**src/rtl/cfeb_trg_if.sv**
```systemverilog
// Trigger bus between the ENC_TRG pins/JTAG configuration and the CFEB trigger decoder.
// The master drives the encoded trigger and mode bits; the slave returns the decoded strobes.
interface cfeb_trg_if;
  logic [2:0] enc_trg;
  logic       trg_dcd;
  logic       mtch_3bx;
  logic       lat_12_5us;
  logic       lct;
  logic       l1a;
  logic       l1a_match;
  logic       resync;
  logic       nomatch;
  logic [5:0] l1a_cnt;

  modport master (
    output enc_trg, trg_dcd, mtch_3bx, lat_12_5us,
    input  lct, l1a, l1a_match, resync, nomatch, l1a_cnt
  );

  modport slave (
    input  enc_trg, trg_dcd, mtch_3bx, lat_12_5us,
    output lct, l1a, l1a_match, resync, nomatch, l1a_cnt
  );
endinterface

```
**src/rtl/cfeb_trg_decode.sv**
```systemverilog
// Registered CFEB trigger front end: samples ENC_TRG, decodes LCT/L1A/L1A_MATCH/RESYNC,
// forms the direct-mode L1A match from the LCT history and keeps the 6-bit L1A number.
module cfeb_trg_decode #(
  parameter int LAT_SHORT = 128,
  parameter int LAT_LONG  = 500,
  parameter int RSYNC_LEN = 4
) (
  input  logic      CLK,
  input  logic      RST_B,
  cfeb_trg_if.slave trg
);

  localparam int         IW          = $clog2(LAT_LONG + 1) + 1;
  localparam logic [3:0] RSYNC_INIT  = 4'(RSYNC_LEN);

  logic [2:0]          enc_q, enc_d;
  logic                lct_q, lct_d;
  logic                l1a_q, l1a_d;
  logic                match_q, match_d;
  logic                nomatch_q, nomatch_d;
  logic [5:0]          cnt_q, cnt_d;
  logic [3:0]          rs_q, rs_d;
  logic [LAT_LONG-1:0] hist_q, hist_d;

  logic [LAT_LONG:0]   h_all;
  logic [IW-1:0]       lat_idx;
  logic                dec_lct, dec_l1a, dec_match, dec_resync;
  logic                win_match, blocked;

  always_comb begin
    dec_lct    = 1'b0;
    dec_l1a    = 1'b0;
    dec_match  = 1'b0;
    dec_resync = 1'b0;
    if (trg.trg_dcd) begin
      case (enc_q)
        3'd1: dec_lct = 1'b1;
        3'd2: begin dec_lct = 1'b1; dec_l1a = 1'b1; end
        3'd3: begin dec_lct = 1'b1; dec_l1a = 1'b1; dec_match = 1'b1; end
        3'd4: dec_l1a = 1'b1;
        3'd5: begin dec_l1a = 1'b1; dec_match = 1'b1; end
        3'd7: dec_resync = 1'b1;
        default: ;
      endcase
    end else begin
      // resync bit dominates: a 3'b111 pattern is a pure resync
      dec_resync = enc_q[2];
      dec_lct    = enc_q[0] & ~enc_q[2];
      dec_l1a    = enc_q[1] & ~enc_q[2];
    end
  end

  // h_all[k-1] is the LCT output k cycles before the L1A output cycle being formed
  always_comb begin
    h_all     = {hist_q, lct_q};
    lat_idx   = trg.lat_12_5us ? IW'(LAT_LONG - 1) : IW'(LAT_SHORT - 1);
    win_match = h_all[lat_idx]
              | (trg.mtch_3bx & (h_all[lat_idx - IW'(1)] | h_all[lat_idx + IW'(1)]));
  end

  always_comb begin
    blocked   = dec_resync | (rs_q != 4'd0);
    enc_d     = trg.enc_trg;
    lct_d     = dec_lct & ~blocked;
    l1a_d     = dec_l1a & ~blocked;
    match_d   = 1'b0;
    nomatch_d = 1'b0;
    if (trg.trg_dcd) begin
      match_d = l1a_d & dec_match;
    end else begin
      match_d   = l1a_d & win_match;
      nomatch_d = l1a_d & ~win_match;
    end

    if (dec_resync)
      rs_d = RSYNC_INIT;
    else if (rs_q != 4'd0)
      rs_d = rs_q - 4'd1;
    else
      rs_d = 4'd0;

    // the count reflects the L1A strobe of the previous cycle
    cnt_d  = blocked ? 6'd0 : cnt_q + {5'd0, l1a_q};
    hist_d = dec_resync ? '0 : {hist_q[LAT_LONG-2:0], lct_q};
  end

  always_ff @(posedge CLK or negedge RST_B) begin
    if (!RST_B) begin
      enc_q     <= 3'd0;
      lct_q     <= 1'b0;
      l1a_q     <= 1'b0;
      match_q   <= 1'b0;
      nomatch_q <= 1'b0;
      cnt_q     <= 6'd0;
      rs_q      <= RSYNC_INIT;
      hist_q    <= '0;
    end else begin
      enc_q     <= enc_d;
      lct_q     <= lct_d;
      l1a_q     <= l1a_d;
      match_q   <= match_d;
      nomatch_q <= nomatch_d;
      cnt_q     <= cnt_d;
      rs_q      <= rs_d;
      hist_q    <= hist_d;
    end
  end

  assign trg.lct       = lct_q;
  assign trg.l1a       = l1a_q;
  assign trg.l1a_match = match_q;
  assign trg.nomatch   = nomatch_q;
  assign trg.resync    = (rs_q != 4'd0);
  assign trg.l1a_cnt   = cnt_q;

endmodule
```
**src/flat_wrapper.sv**
```systemverilog
// flat-port wrapper written by rule: the top's interface ports become plain ports
module cfeb_trg_decode_flat 
#(
  parameter int LAT_SHORT = 128,
  parameter int LAT_LONG  = 500,
  parameter int RSYNC_LEN = 4
)
  (CLK, RST_B, trg_enc_trg, trg_trg_dcd, trg_mtch_3bx, trg_lat_12_5us, trg_lct, trg_l1a, trg_l1a_match, trg_resync, trg_nomatch, trg_l1a_cnt);
  cfeb_trg_if trg_i ();
  input  logic CLK;
  input  logic RST_B;
  input wire logic [$bits(trg_i.enc_trg)-1:0] trg_enc_trg;
  input wire logic [$bits(trg_i.trg_dcd)-1:0] trg_trg_dcd;
  input wire logic [$bits(trg_i.mtch_3bx)-1:0] trg_mtch_3bx;
  input wire logic [$bits(trg_i.lat_12_5us)-1:0] trg_lat_12_5us;
  output wire logic [$bits(trg_i.lct)-1:0] trg_lct;
  output wire logic [$bits(trg_i.l1a)-1:0] trg_l1a;
  output wire logic [$bits(trg_i.l1a_match)-1:0] trg_l1a_match;
  output wire logic [$bits(trg_i.resync)-1:0] trg_resync;
  output wire logic [$bits(trg_i.nomatch)-1:0] trg_nomatch;
  output wire logic [$bits(trg_i.l1a_cnt)-1:0] trg_l1a_cnt;
  assign trg_i.enc_trg = trg_enc_trg;
  assign trg_i.trg_dcd = trg_trg_dcd;
  assign trg_i.mtch_3bx = trg_mtch_3bx;
  assign trg_i.lat_12_5us = trg_lat_12_5us;
  assign trg_lct = trg_i.lct;
  assign trg_l1a = trg_i.l1a;
  assign trg_l1a_match = trg_i.l1a_match;
  assign trg_resync = trg_i.resync;
  assign trg_nomatch = trg_i.nomatch;
  assign trg_l1a_cnt = trg_i.l1a_cnt;
  cfeb_trg_decode #(.LAT_SHORT(LAT_SHORT), .LAT_LONG(LAT_LONG), .RSYNC_LEN(RSYNC_LEN)) u_core (.CLK(CLK), .RST_B(RST_B), .trg(trg_i));
endmodule
```
**config.mk**
```make
export PLATFORM = sky130hd
export DESIGN_NAME = cfeb_trg_decode_flat
export DESIGN_NICKNAME = d
export VERILOG_FILES = /design/src/rtl/cfeb_trg_if.sv /design/src/rtl/cfeb_trg_decode.sv /design/src/flat_wrapper.sv
export SDC_FILE = /design/constraint.sdc
export NUM_CORES = 1
export LEC_CHECK = 0
export ABC_CLOCK_PERIOD_IN_PS = 2080
export CORE_MARGIN = 5
export CORE_UTILIZATION = 66
export DETAILED_ROUTE_END_ITERATION = 8
export PLACE_DENSITY = 0.83
export SLEW_MARGIN = 20
export SYNTH_ARGS = -nofsm -noshare
export SYNTH_HDL_FRONTEND = slang
export SYNTH_SLANG_ARGS = --single-unit
```
**constraint.sdc**
```tcl
create_clock -name CLK -period 2.08 [get_ports CLK]
set_input_delay 0.624 -clock CLK [delete_from_list [all_inputs] [get_ports CLK]]
set_output_delay 0.624 -clock CLK [all_outputs]
set_load 0.1 [all_outputs]
```
Word level (Yosys, flattened, before mapping)
Cells that the tools add are included.

Add/subtract/negate cells: 4. $lt $le $gt $ge: 3. Equality and inequality tests: 6. Muxes and demuxes: 21. Bitwise gates (word level): 14. Reduce and logical (&&, ||, !) cells: 4.

Operator list (number): 500-bit 2-to-1 mux (1); 10-bit less-than comparator (second input constant) (3); 1-bit binary-select mux with 9-bit select (3); 1-bit 2-to-1 mux (13); 10-bit by 1-bit adder with 10-bit output (second input constant) (1); 10-bit by 1-bit subtractor with 10-bit output (second input constant) (1); 3-bit == test (second input constant) (3); 9-bit 2-to-1 mux (1); 1-bit AND (8); 4-bit 2-to-1 mux (2); 6-bit by 1-bit adder with 6-bit output (1); 3-bit by 2-bit == test with 1-bit output (second input constant) (2); 6-bit 2-to-1 mux (1); 4-bit nonzero test (1); 4-bit OR reduction (1); 4-bit by 1-bit subtractor with 4-bit output (second input constant) (1); 3-bit by 1-bit == test with 1-bit output (second input constant) (1); 1-bit NOT (3); 1-bit bitwise OR (3); 3-bit OR reduction (1); 2-bit OR reduction (1).

Bits in registers: 517. Bits of input ports: 8. Output and inout port bits: 11. Word-level logic and storage cells: 60.

Depth between registers and ports, before layout
Gate-level depths: netlist (run 1).

Depth in word-level cells: 10. Gate-level depth with buffers: 5. Gate-level depth less buffers: 5.

Least setup slack after synthesis (run 1)
No wires, ideal clock.

Path type: register -> output. Start point: reg u_core.rs_q[0]. End point: out trg_resync. Arrival time: 1.417 ns. Required time: 1.456 ns. Setup slack: 0.039 ns. Cell stages (with the launch flop): 5. Path through: dfrtp_1 -> inv_1 -> ha_1 -> nor3b_2 -> inv_1.

Cells in the longest elaborated chain, start to end: 1.

Ends and longest elaborated chain: start, declared (line cfeb_trg_decode.sv:22) `logic [3:0] rs_q, rs_d;`; start signal, assigned (line cfeb_trg_decode.sv:104) `rs_q <= rs_d;`; 4-bit nonzero test (line cfeb_trg_decode.sv:113) `assign trg.resync = (rs_q != 4'd0);`; end, declared (line flat_wrapper.sv:19) `output wire logic [$bits(trg_i.resync)-1:0] trg_resync;`.

Every way passes these cells.

Worst setup path after layout (run 1)
Start point: reg u_core.rs_q[1]. End point: out trg_resync.

Same word-level chain as after synthesis.

==> impl_metrics.yaml, run 1 <==
outcome:
  status: "finished, violations left"
  violations: "setup timing"
routing:
  wl_mm: 26.0
  vias: 7565
  drt_pass1_iterations: 4
  detail-route-antenna-nets: 0
  drt_iter0_drc: 721
  drcViolationCount: 0
  post_drt_wl_per_cell_um: 17.1
  met2_length_mm: 12.7
  wl_met1_mm: 11.7
  routed-wl-met3_um: 889
  highest_layer: "met4"
  vias_per_cell: 4.96
timing:
  slew_headroom_pct: 66.2
  finalCritPeriodShare_pct: 109
  finClkSkew_ps: 13.8
  fmax_mhz: 440
  rsz0062_at_grt: "yes"
  worst_slew_pin_slew_ps: 507
  finalSetupViolations: 1
  fin_crit_ps: 2270
  setup_ws_ps: -194
  holdWs_ps: 442
  hold_violations: 0
  finalMaxSlewViolations: 0
  tns_ps: -194
critical_path:
  r2r-start: "u_core.rs_q[1]"
  cp_max_fo: 2
  critPathTopFamily: "flip-flops"
  critPathCaptureType: "output port"
  cp_slowest_stage_delay_ps: 410
  cp-start-kind: "flip-flop"
  cp.required_ps: 1460
  path_cells: "inv_2 > ha_4 > nor3b_4 > inv_2 > buf_12"
  cp.arrival_ps: 1650
  worstSetupPathType: "flip-flop to output port"
  crit_path_frequent_cell: "inv_2"
  critPathLaunch: "u_core.rs_q[1]"
  path_buf_inv: 3
  critPathSlowestCell: "dfrtp_1"
finish:
  final_cell_count_no_fill: 1524
  insertedDiodeCount: 0
  final_core_util_pct: 76.1
  layout.nets: 1176
  drive_above_1_share_pct: 10.4
  final_area_um2: 19000
  syn_to_final_growth_pct: 14.1
cts:
  numCtsBuffers: 47
  cts_tree: "yes"
  cts_root_buf: "clkbuf_16"
  clock_latency_ps: 540
  cts_buffer_depth: 3
  path_clk_slew_ps: 60
  htreeDepth: 2
  cts_sinks: 517
power:
  pwr_density_cell_nw_per_um2: 1020
  total_power_mw: 19.5
  p_leak_nw: 9.98
  peakVddDrop_mv: 0.723
floorplanning:
  dieArea_um2: 28600
  start_util_pct: 66.7
  die_h_um: 169
  io_pins: 19
  die_w_um: 169
  rows: 58
  coreArea_um2: 25000
global_route:
  grt_max_degree: 99
  grt_pass1_vias: 8625
  antenna_found_initial: 0
  grt_pass1_wl_mm: 44.9
  grt_overflow: 0
  grt_usage_pct: 19.7
worst_hold_path:
  hp-class: "flip-flop to flip-flop"
  hp-start: "u_core.hist_q[160]"
placement:
  place.gp.congestion: 0.748
  portBuffers: 18
  dp.cells: 1439
  pre_cts_slack_ps: -30.6
  dp_hpwl_mm: 12.4
  place_area_um2: 17500
yosys:
  ys_types: 26
  synth-seq-cells: 517
  syn_area_um2: 16700
  syn_inst: 1119
  synth-seq-area-share_pct: 77.5
  syn_nets: 1131
  synth_warnings: 0
  avgSynthCellArea_um2: 14.9
flow_run:
  drv_cap: 0
-- report_power, final --
group / internal [mW] / switching, mW / leakage, nW / total, mW
sequential: 10.1 / 0.0565 / 7.21 / 10.2
combinational: 0.312 / 0.612 / 2.01 / 0.924
clock: 4.89 / 3.47 / 0.753 / 8.37
total: 15.3 / 4.14 / 9.98 / 19.5
-- worst reg2reg max path, stage by stage (launching register included) --
cell	delay [ps]
dfrtp_1	410
inv_2	100
ha_4	130
nor3b_4	200
buf_4	140
buf_4	140
o21ai_0	160
a211oi_1	200
-- sequential cells by signal, summed over array words and instances, names as in the netlist --
signal and count:
u_core.hist_q 500, u_core.trg.l1a_cnt 6, u_core.rs_q 4, u_core.enc_q 3, u_core.trg.l1a 1, u_core.trg.l1a_match 1
u_core.trg.lct 1, u_core.trg.nomatch 1
-- routing by layer --
metal / up-vias / track usage (%)
li1: 3465 / -
met1: 3923 / 29.0
met2: 112 / 31.0
met3: 65 / 3.53
met4: 0 / 6.48
met5: - / 0
-- logic make-up after synthesis --
group / share of synthesized area [%]
mux: 0.0674
compound gates: 0.352
xor+xnor: 0.262
flops: 77.5
buf+inv: 1.93
simple gates: 19.6
fa+ha+maj: 0.300
-- Yosys cell counts --
master,number,area share (%)
dfrtp_1,516,77
o21ai_0,4,0.12
nand2_4,1,0.067
or3b_1,1,0.052
xor2_1,2,0.10
clkbuf_2,47,1.4
nor3_1,8,0.24
inv_1,4,0.090
nor2b_1,3,0.11
and3_1,2,0.075
clkbuf_1,4,0.090
nand3_1,2,0.060
and3b_1,1,0.052
a21bo_2,1,0.060
dfstp_2,1,0.16
nand2_1,1,0.022
a311oi_1,1,0.052
buf_6,5,0.34
or3_1,2,0.075
a21oi_1,1,0.030
and2_1,501,19
xnor2_1,3,0.16
ha_1,4,0.30
nor3b_2,1,0.075
a211oi_1,2,0.090
mux2_2,1,0.067
-- cells in the final DEF (no fill, tap or decap), types with 4 or more instances in the layout --
cell type and instances:
and2_1 501, clkbuf_1 9, o21ai_0 4, nor3_1 8, clkbuf_16 49, buf_12 23
dfrtp_1 516, clkdlybuf4s50_1 6, clkbuf_8 10, buf_4 21, clkinv_2 8
-- final timing paths --
| check | end | slack (ps) | depth (start not counted) |
|---|---|---|---|
| hold / removal | u_core.hist_q[161] | 440 | 1 |
| hold reg to reg | u_core.hist_q[161] | 440 | 1 |
| max in group asynchronous | u_core.hist_q[469] | 690 | 3 |
| setup reg to reg | u_core.trg.l1a_match | 490 | 7 |
| min in group asynchronous | u_core.hist_q[290] | 580 | 2 |
| setup / recovery | trg_resync | -190 | 5 |
-- layout make-up --
cell class              instances  area, um2
inverters                       4       15.0
multi-input cells             542       3460
well taps                     330        413
flip-flops and latches        517      12900
clock inverters                11        116
repair buffers                 52        703
fillers                      1325       5990
clock buffers                  68       1400
-- what timing repair did --
action | CTS | global route
hold buffers | 1 | 0
gates resized for setup | 6 | 0
hold endpoints to repair | 23 | 0
endpoints found under the setup margin | 1 | 1
setup buffers | 5 | 0
(Power assumes the default switching activity.)
==> inputs of run 2 (changes only) <==
CTS_CLUSTER_SIZE = 8   (was unset)
==> run 2 against run 1 <==
Against the previous run: the run still ends with setup timing left; power grew 12%; register-to-register slack got worse by 120 ps; cell count rose by 0.79%; critical path depth unchanged; sequential power is essentially flat; non-clock buffer count is 2 higher; first-iteration DRC count shrank 14%; clock power grew 27%.
==> impl_metrics.yaml, run 2 (synthesized netlist as in run 1, its figures left out) <==
outcome:
  status: "finished, violations left"
  violations: "setup timing"
global_route:
  grt_usage_pct: 22.6
  grt_max_degree: 99
  grt_pass1_wl_mm: 50.0
  grt_overflow: 0
  antenna_found_initial: 2
  grt_pass1_vias: 9293
critical_path:
  worstSetupPathType: "flip-flop to output port"
  reg2reg_depth: 8
  critPathCaptureType: "output port"
  cp-start-kind: "flip-flop"
  cp.arrival_ps: 1690
  r2r_end: "u_core.trg.l1a_match"
  cp_max_fo: 2
  rrSetupSlack_ps: 370
  r2r-start: "u_core.rs_q[0]"
  cp.required_ps: 1460
floorplanning:
  coreArea_um2: 25000
  io_pins: 19
  die_h_um: 169
  dieArea_um2: 28600
  start_util_pct: 66.7
  die_w_um: 169
  rows: 58
cts:
  cts_sinks: 517
  cts_buffer_depth: 3
  path_clk_slew_ps: 50
  clock_latency_ps: 550
  cts_root_buf: "clkbuf_16"
  numCtsBuffers: 74
  cts_tree: "yes"
  htreeDepth: 3
worst_hold_path:
  hp-start: "u_core.hist_q[38]"
  whs_endpoint: "u_core.hist_q[39]"
  hp-class: "flip-flop to flip-flop"
  whs_path_depth: 1
placement:
  dp.cells: 1439
  dp_hpwl_mm: 12.4
  portBuffers: 18
  place.gp.congestion: 0.748
  pre_cts_slack_ps: -30.6
timing:
  finalSetupViolations: 1
  finalCritPeriodShare_pct: 111
  rsz0062_at_grt: "yes"
  finClkSkew_ps: 16.6
  tns_ps: -232
  fmax_mhz: 433
  slew_headroom_pct: 66.7
  setup_ws_ps: -232
  finalMaxSlewViolations: 0
  hold_violations: 0
  worst_slew_pin_slew_ps: 500
  fin_crit_ps: 2310
finish:
  layout.nets: 1205
  largest_register: "u_core.hist_q"
  largest_reg_flops: 500
  syn_to_final_growth_pct: 17.2
  final_cell_count_no_fill: 1536
  final_common_cell: "dfrtp_1"
  layout_common_cells: "516 x dfrtp_1, 501 x and2_1, 79 x clkbuf_16"
  drive_above_1_share_pct: 11.4
routing:
  drt_iter0_drc: 623
  vias_per_cell: 5.15
  drt_pass1_iterations: 4
  wl_mm: 29.8
  detail-route-antenna-nets: 0
  vias: 7917
  post_drt_wl_per_cell_um: 19.4
  drcViolationCount: 0
power:
  seq_power_share_pct: 46.8
  p_clk_share_pct: 48.6
  pwr_density_cell_nw_per_um2: 1110
  intPower_mw: 17.1
  power.share.switching_pct: 21.4
  p_leak_nw: 10.2
  peakVddDrop_mv: 1.01
  comb_power_share_pct: 4.6
  power.net_switching_mw: 4.66
flow_run:
  drv_cap: 0
[run 2: changes by cell type in the layout (fill, tap and decap cells not counted), sizes merged]
cell	previous run	this run
bufinv	2	0
clkinv	9	1
diode	0	1
clkbuf	68	86
buf	45	47
inv	4	5
[run 2: final cells by class]
class / count / area, um2
diodes: 1 / 2.50
clock buffers: 86 / 2000
clock inverters: 2 / 13.8
fillers: 1218 / 5470
inverters: 4 / 15.0
multi-input cells: 542 / 3460
flip-flops and latches: 517 / 12900
well taps: 330 / 413
repair buffers: 54 / 718
[run 2: power groups by stage]
stage                     logic, mW  registers, mW  clock network, mW
after floorplan               0.343           10.4                  0
after global placement        0.793           10.3                  0
after detailed placement      0.812           10.3                  0
after CTS                     0.956           10.2               10.8
after global routing           1.10           10.2               11.3
final                          1.01           10.2               10.6
[run 2: what timing repair did]
item	in CTS	in global routing
setup endpoints to repair	1	1
hold endpoints to repair	23	0
hold buffers	1	0
gates resized for setup	6	0
setup buffers	5	2
[run 2: critical path, stage by stage (launching register included)]
cell and delay [ps]:
dfrtp_1 390, inv_2 100, ha_4 150, nor3b_4 230, inv_2 90, buf_12 170
[run 2: metrics by stage]
step / hold WS (ps) / util, % / power, mW / instance area [um2]
after floorplan: 328 / - / 10.7 / 16700
after detailed placement: 433 / 69.8 / 11.2 / 17500
after CTS: 437 / 78.1 / 21.9 / 19600
after global routing: 449 / 78.2 / 22.6 / 19600
after global placement: 431 / 69.8 / 11.1 / 17500
final: 439 / 78.2 / 21.8 / 19600
[run 2: routing by layer]
layer	share of wire, %	GRT usage [%]
met1	42	30.4
met2	52	37.4
met3	3.3	4.48
met4	2.7	8.33
met5	0.040	0
[run 2: worst max path at each step]
stage	end	start	cells past startpoint	slack, ps
floorplan	trg_resync	u_core.rs_q[0]	4	40
global placement	u_core.hist_q[43]	trg_trg_dcd	5	-10
detailed placement	u_core.trg.nomatch	trg_lat_12_5us	4	-30
CTS	trg_resync	u_core.rs_q[0]	5	-150
global route	trg_resync	u_core.rs_q[1]	5	-270
finish	trg_resync	u_core.rs_q[0]	5	-230
